File: config.mk
export PLATFORM = sky130hd
export DESIGN_NAME = mix_columns_iter
export DESIGN_NICKNAME = d
export VERILOG_FILES = /design/src/rtl/mix_columns_iter.sv
export SDC_FILE = /design/constraint.sdc
export NUM_CORES = 1
export LEC_CHECK = 0
export BUFFER_PORTS_ARGS = -buffer_cell sky130_fd_sc_hd__buf_2
export CAP_MARGIN = 10
export CELL_PAD_IN_SITES_DETAIL_PLACEMENT = 0
export CELL_PAD_IN_SITES_GLOBAL_PLACEMENT = 1
export CORE_ASPECT_RATIO = 1.4
export CORE_UTILIZATION = 30
export CTS_BUF_LIST = sky130_fd_sc_hd__clkbuf_8 sky130_fd_sc_hd__clkbuf_16
export CTS_CLUSTER_SIZE = 28
export DETAILED_ROUTE_END_ITERATION = 12
export PLACE_DENSITY = 0.67
export SLEW_MARGIN = 10
export SYNTH_ARGS = -nofsm -noshare
export SYNTH_HDL_FRONTEND = slang
export SYNTH_SLANG_ARGS = --single-unit
File: constraint.sdc
create_clock -name clk -period 7 [get_ports clk]
set_clock_uncertainty 0.1 [all_clocks]
set_input_delay 1.4 -clock clk [delete_from_list [all_inputs] [get_ports clk]]
set_output_delay 1.4 -clock clk [all_outputs]
set_load 0.01 [all_outputs]
File: src/rtl/mix_columns_iter.sv
// Iterative AES MixColumns: one 32-bit column per clock, four compute cycles per block.
// Define INV_MIX_EN to add the inv port and the InvMixColumns datapath.
`timescale 1ns/1ps
module mix_columns_iter #(
    parameter int COLS = 4
) (
    input  logic         clk,
    input  logic         rst,
    input  logic         in_valid,
    output logic         in_ready,
    input  logic [0:127] in_data,
    input  logic         in_bypass,
    output logic         out_valid,
    input  logic         out_ready,
    output logic [0:127] out_data
`ifdef INV_MIX_EN
    ,
    input  logic         inv
`endif
);

    // Handshake: a transfer happens on a rising edge where valid and ready are both high;
    // valid never waits on ready, and out_data stays stable while out_valid is high and unaccepted.

    localparam logic [1:0] LAST_COL = 2'(COLS - 1);

    typedef enum logic [1:0] {
        IDLE = 2'd0,
        BUSY = 2'd1,
        DONE = 2'd2
    } state_t;

    state_t       state_q, state_d;
    logic [1:0]   col_q, col_d;
    logic [0:127] data_q, data_d;
    logic         bypass_q, bypass_d;
`ifdef INV_MIX_EN
    logic         inv_q, inv_d;
`endif

    logic [0:31]  col_in;
    logic [0:31]  col_out;
    logic [7:0]   a  [4];
    logic [7:0]   x2 [4];
    logic [7:0]   fwd [4];
`ifdef INV_MIX_EN
    logic [7:0]   x4 [4];
    logic [7:0]   x8 [4];
    logic [7:0]   m9 [4];
    logic [7:0]   mb [4];
    logic [7:0]   md [4];
    logic [7:0]   me [4];
    logic [7:0]   ivr [4];
`endif

    function automatic logic [7:0] xtime(input logic [7:0] x);
        return {x[6:0], 1'b0} ^ (x[7] ? 8'h1b : 8'h00);
    endfunction

    // Single shared column datapath; the column counter selects which slice it sees.
    always_comb begin : col_mix
        col_in = data_q[32*int'(col_q) +: 32];
        for (int k = 0; k < 4; k++) begin
            a[k]  = col_in[8*k +: 8];
            x2[k] = xtime(a[k]);
        end
        fwd[0] = x2[0] ^ x2[1] ^ a[1] ^ a[2] ^ a[3];
        fwd[1] = a[0] ^ x2[1] ^ x2[2] ^ a[2] ^ a[3];
        fwd[2] = a[0] ^ a[1] ^ x2[2] ^ x2[3] ^ a[3];
        fwd[3] = x2[0] ^ a[0] ^ a[1] ^ a[2] ^ x2[3];
        col_out = {fwd[0], fwd[1], fwd[2], fwd[3]};
`ifdef INV_MIX_EN
        // 09/0b/0d/0e multiples assembled from the 2x/4x/8x xtime chain.
        for (int k = 0; k < 4; k++) begin
            x4[k] = xtime(x2[k]);
            x8[k] = xtime(x4[k]);
            m9[k] = x8[k] ^ a[k];
            mb[k] = x8[k] ^ x2[k] ^ a[k];
            md[k] = x8[k] ^ x4[k] ^ a[k];
            me[k] = x8[k] ^ x4[k] ^ x2[k];
        end
        ivr[0] = me[0] ^ mb[1] ^ md[2] ^ m9[3];
        ivr[1] = m9[0] ^ me[1] ^ mb[2] ^ md[3];
        ivr[2] = md[0] ^ m9[1] ^ me[2] ^ mb[3];
        ivr[3] = mb[0] ^ md[1] ^ m9[2] ^ me[3];
        if (inv_q) begin
            col_out = {ivr[0], ivr[1], ivr[2], ivr[3]};
        end
`endif
    end

    always_comb begin : fsm_next
        state_d  = state_q;
        col_d    = col_q;
        data_d   = data_q;
        bypass_d = bypass_q;
`ifdef INV_MIX_EN
        inv_d    = inv_q;
`endif
        case (state_q)
            IDLE: begin
                if (in_valid) begin
                    data_d   = in_data;
                    bypass_d = in_bypass;
`ifdef INV_MIX_EN
                    inv_d    = inv;
`endif
                    col_d    = 2'd0;
                    state_d  = in_bypass ? DONE : BUSY;
                end
            end
            BUSY: begin
                if (!bypass_q) begin
                    data_d[32*int'(col_q) +: 32] = col_out;
                end
                col_d = col_q + 2'd1;
                if (col_q == LAST_COL) begin
                    state_d = DONE;
                end
            end
            DONE: begin
                if (out_ready) begin
                    state_d = IDLE;
                end
            end
            default: state_d = IDLE;
        endcase
    end

    always_ff @(posedge clk or posedge rst) begin
        if (rst) begin
            state_q  <= IDLE;
            col_q    <= 2'd0;
            data_q   <= '0;
            bypass_q <= 1'b0;
`ifdef INV_MIX_EN
            inv_q    <= 1'b0;
`endif
        end else begin
            state_q  <= state_d;
            col_q    <= col_d;
            data_q   <= data_d;
            bypass_q <= bypass_d;
`ifdef INV_MIX_EN
            inv_q    <= inv_d;
`endif
        end
    end

    assign in_ready  = (state_q == IDLE);
    assign out_valid = (state_q == DONE);
    assign out_data  = data_q;

    hold_a: assert property (@(posedge clk) disable iff (rst)
        out_valid && !out_ready |=> out_valid && $stable(out_data));
    excl_a: assert property (@(posedge clk) disable iff (rst)
        !(in_ready && out_valid));

endmodule

# [Word level (Yosys, flattened, before mapping)]
# Index checks and enable logic that the tools add are counted.
[totals] regBits=133 out_inout_bits=130
[classes] n_addsub=2 eq_ne=7 shift=3 n_mux=15 bitwise_logic=21 n_reduce_logical=6
[ops] op="$mux W128" n=2
[ops] op="$pmux W128 S2" n=1
[ops] op="$shift A129 B33 Y128 const A" n=1
[ops] op="$shiftx A128 B32 Y129" n=1
[ops] op="$shiftx A129 B33 Y128" n=1
[ops] op="$bwmux W128" n=1
[ops] op="$xor A8 B8 Y8" n=16
[ops] op="$neg A32 Y33" n=1
[ops] op="$not A7 Y32" n=1
[ops] op="$xor A8 B5 Y8" n=4
[ops] op="$mux W5" n=4
[ops] op="$mux W2" n=5
[ops] op="$ne A2 B2 Y1 const B" n=3
[ops] op="$pmux W2 S3" n=1
[ops] op="$reduce_and A3 Y1" n=2
[ops] op="$eq A2 B2 Y1 const B" n=2
[ops] op="$pmux W2 S2" n=1
[ops] op="$reduce_and A2 Y1" n=2
[ops] op="$add A2 B1 Y2 const B" n=1
[ops] op="$eq A2 B1 Y1 const B" n=1
[ops] op="$logic_not A2 Y1" n=1
[ops] op="$ne A2 B1 Y1 const B" n=1
[ops] op="$reduce_bool A2 Y1" n=1

# [Longest topological paths before layout]
[logic_depth] word_depth=12 ltp_mapped=10 depth_no_buf=6

# [Worst setup path after synthesis]
# OpenSTA, ideal clock, no wires.
[synth_path] path_kind="input -> register" startpoint="in in_valid" endpoint="reg data_q (netlist bit out_data[119])" setup_ns=0.091 arrival_ns=2.675 setup_slack_ns=4.134 path_stages=6 path_cell_list="nand2b_1 a21o_1 or4_1 clkbuf_1 clkbuf_1 o221ai_1"
[synth_between] elab_chain_len=2
[synth_lines] element="start, declared" line_no="9" text="input logic in_valid,"
[synth_lines] element="$ne A2 B2 Y1 (no line)"
[synth_lines] element="$reduce_and A3 Y1 (no line)"
[synth_lines] element="end signal, assigned" line_no="142" text="data_q <= data_d;"
[synth_lines] element="end, declared" line_no="35" text="logic [0:127] data_q, data_d;"
# No other way between the ends.
# A chain may end at the register's enable or synchronous reset.

# [Final worst setup path]
[layout_path] startpoint="reg col_q[0]" endpoint="reg data_q (netlist bit out_data[56])"
[layout_between] elab_chain_len=12 word_cells_on_any_way=32 cone_classes="add/sub: 1; shift: 3; mux: 7; bitwise: 21"
[layout_lines] element="start, declared" line_no="34" text="logic [1:0] col_q, col_d;"
[layout_lines] element="start signal, assigned" line_no="141" text="col_q <= col_d;"
[layout_lines] element="$not A7 Y32 (implied by the code) *" line_no="62, 114"
[layout_lines] element="$shiftx A128 B32 Y129" line_no="62" text="col_in = data_q[32*int'(col_q) +: 32];"
[layout_lines] element="$mux W5" line_no="57" text="return {x[6:0], 1'b0} ^ (x[7] ? 8'h1b : 8'h00);"
[layout_lines] element="$xor A8 B5 Y8" line_no="57"
[layout_lines] element="$xor A8 B8 Y8, on equally long branches (4 in a row)" line_no="70, 67, 68"
[layout_lines] element="$shiftx A129 B33 Y128" line_no="114" text="data_d[32*int'(col_q) +: 32] = col_out;"
[layout_lines] element="$bwmux W128 *" line_no="114"
[layout_lines] element="$mux W128 *" line_no="113" text="if (!bypass_q) begin"
[layout_lines] element="$pmux W128 S2 *" line_no="100" text="case (state_q)"
# Every way passes the cells marked *; elsewhere a longest branch is shown, timed or not. The select of a mux whose other input is x is not followed.

==> flow_summary.ini <==
[setup_path]
critPathMaxStageDelay_ns = 0.86
arrival_ns = 4.02
critical_path_peak_fanout = 65
crit_required_ns = 7.24
crit_slowest_cell = or4_1
path_buf_inv = 3
critPathKind = reg2reg
timing.rr.start = col_q[0]
worstPathCellList = buf_4 -> ha_1 -> nand3b_1 -> a21o_2 -> buf_4 -> or4_1 -> buf_4 -> o221ai_1
cp_top_family = buffers and inverters
end_kind = flop
r2r_setup_slack_ns = 3.22
cp_common_cell = buf_4
cp-start-kind = flop
crit_path_start = col_q[0]

[cts]
cts.repair.resized = 0
cts_setup_buffers = 0
cts_buffer_depth = 2
htree_num_levels = 4
cts.sinks = 133
cts_root_buffer = clkbuf_16
clkLatencyLatePin_ns = 0.44
cts_made_buffers = 17
cts_tree = built
clk_transition_reported_paths_ns = 0.06
cts_hold_buf = 0

[hold_path]
hp-start = out_data[39]
hold_path.class = reg2reg

[sta]
max_freq_ghz = 0.264
period_needed_ns = 3.78
fin_crit_sh = 0.540
setup_violations = 0
maxSlewHeadroom = 0.246
rsz0062_at_grt = no
tightestPinTransition_ns = 1.13
setup_tns_ns = 0
finalHoldViolCount = 0
drv_slew = 0

[die]
start_util = 0.307
core_area_sq_um = 26400
rows = 70
die_h_um = 196
ioPinCount = 263
fp.dieW_um = 141
die_area_sq_um = 27700

[routing]
first_pass_iters = 5
wl_per_cell_um = 22.2
drt-initial-drc-count = 526
viasPerCell = 5.32
totalWireLength_um = 29600
ant_nets = 0
vias = 7076
drc = 0

[finish]
utilization = 0.389
antenna_cells = 0
fin_nets = 1095
area_delta_synth_final_pct = 26.7
n_fill_cell = 2649
final_cell_mix = buf_2, nand2_1, dfrtp_1, o221ai_1, xnor3_1
final_common_cell = buf_2
layout-drive-gt1-share = 0.373

[grt]
grt_pass1_wl_um = 44600
antenna_found_initial = 0
grt_usage = 0.219
grt_pass1_vias = 7047
grt-ovfl-total = 0
grt_max_degree = 106

[synthesis]
synth_cell_type_count = 32
synth_top_area_frac = 0.411
synthTopCellsByArea = dfrtp_1, o221ai_1, nand2_1
synth_nets = 874
syn_area_per_cell_sq_um = 11.0
ys_seq_area_frac = 0.411
ys_ff_latch = 133
synth_area_leader_cell = dfrtp_1
synth_warnings = 0
syn_inst = 737
netlist_area_sq_um = 8100

[placement]
place.gp.congestion = 0.795
port_buffers = 262
dpl.hpwl_um = 21800

[run]
cap_viol_max_count = 0

[status]
outcome = completed
==> logic make-up (layout without fill, tap and decap cells) <==
kind of cell	count (synthesis)	in the layout	synth area share
xor gates and xnor gates	76	76	0.167
and+or+nand+nor	276	276	0.132
buffers and inverters	75	309	0.0414
adders and majority gates	4	4	0.00618
DFF	133	133	0.411
AOI/OAI and AO/OA	139	139	0.150
muxes	34	34	0.0918
==> synthesized netlist by cell type <==
library cell / instances
nand2_1: 261
o21bai_1: 1
a21oi_1: 3
nor2_1: 4
o221ai_1: 124
buf_1: 2
xor3_1: 5
xnor2_2: 6
xor2_2: 2
dfrtp_1: 133
or4_1: 2
xnor2_4: 3
xnor3_2: 1
mux2_2: 2
nor2b_1: 1
xnor3_1: 35
o22ai_1: 1
nand4_1: 2
buf_2: 6
xnor2_1: 17
o221ai_2: 4
buf_12: 1
ha_1: 4
mux4_2: 32
buf_6: 4
xor2_1: 7
inv_1: 5
a21o_1: 5
nand2b_1: 2
o21ai_0: 1
nand3b_1: 4
clkbuf_1: 57
==> stage by stage <==
step	hold WS [ns]	cells	setup slack, ns	area, sq um
finish	0.403	1331	3.22	10300
global route	0.440	1331	2.89	10300
CTS	0.411	1331	3.14	10300
detailed placement	0.395	1299	3.11	9640
global placement	0.387	1299	3.18	9640
floorplan	0.411	737	1.95	8100
==> sequential cells by signal, indices dropped and copies added, names as in the netlist <==
| register | flops |
|---|---|
| bypass_q | 1 |
| col_q | 2 |
| state_q | 2 |
| out_data | 128 |
==> worst min-delay path: stages, from the launching register on <==
cell	delay, ns
dfrtp_1	0.35
nand2_1	0.05
o221ai_1	0.06
==> path summary, 6_finish.rpt <==
kind / end / depth (start not counted)
worst min-delay path: out_data[39] / 2
worst max-delay path: out_data[56] / 8
max in group asynchronous: out_data[42] / 3
worst min register to register: out_data[39] / 2
min in group asynchronous: out_data[26] / 2
worst max register to register: out_data[56] / 8
==> cell type report <==
cell class	instances	area, sq um	share of cell area
repair buffers	272	1390	0.135
clock inverters	12	151	0.0148
well taps	360	450	0.0439
clock buffers	20	467	0.0455
multi-input cells	529	4450	0.434
inverters	5	23.8	0.00232
flip-flops and latches	133	3330	0.325
==> per-layer routing <==
metal / part of all wire / routed length [um] / GRT usage
met3: 0.054 / 1590 / 0.0313
met4: 0.022 / 643 / 0.0761
met5: 0 / 0 / 0
met2: 0.54 / 15900 / 0.388
met1: 0.39 / 11500 / 0.270
Power is left out: the tool's default activity adds up to more than one toggle a clock period on the data nets, which glitch-free logic cannot reach.
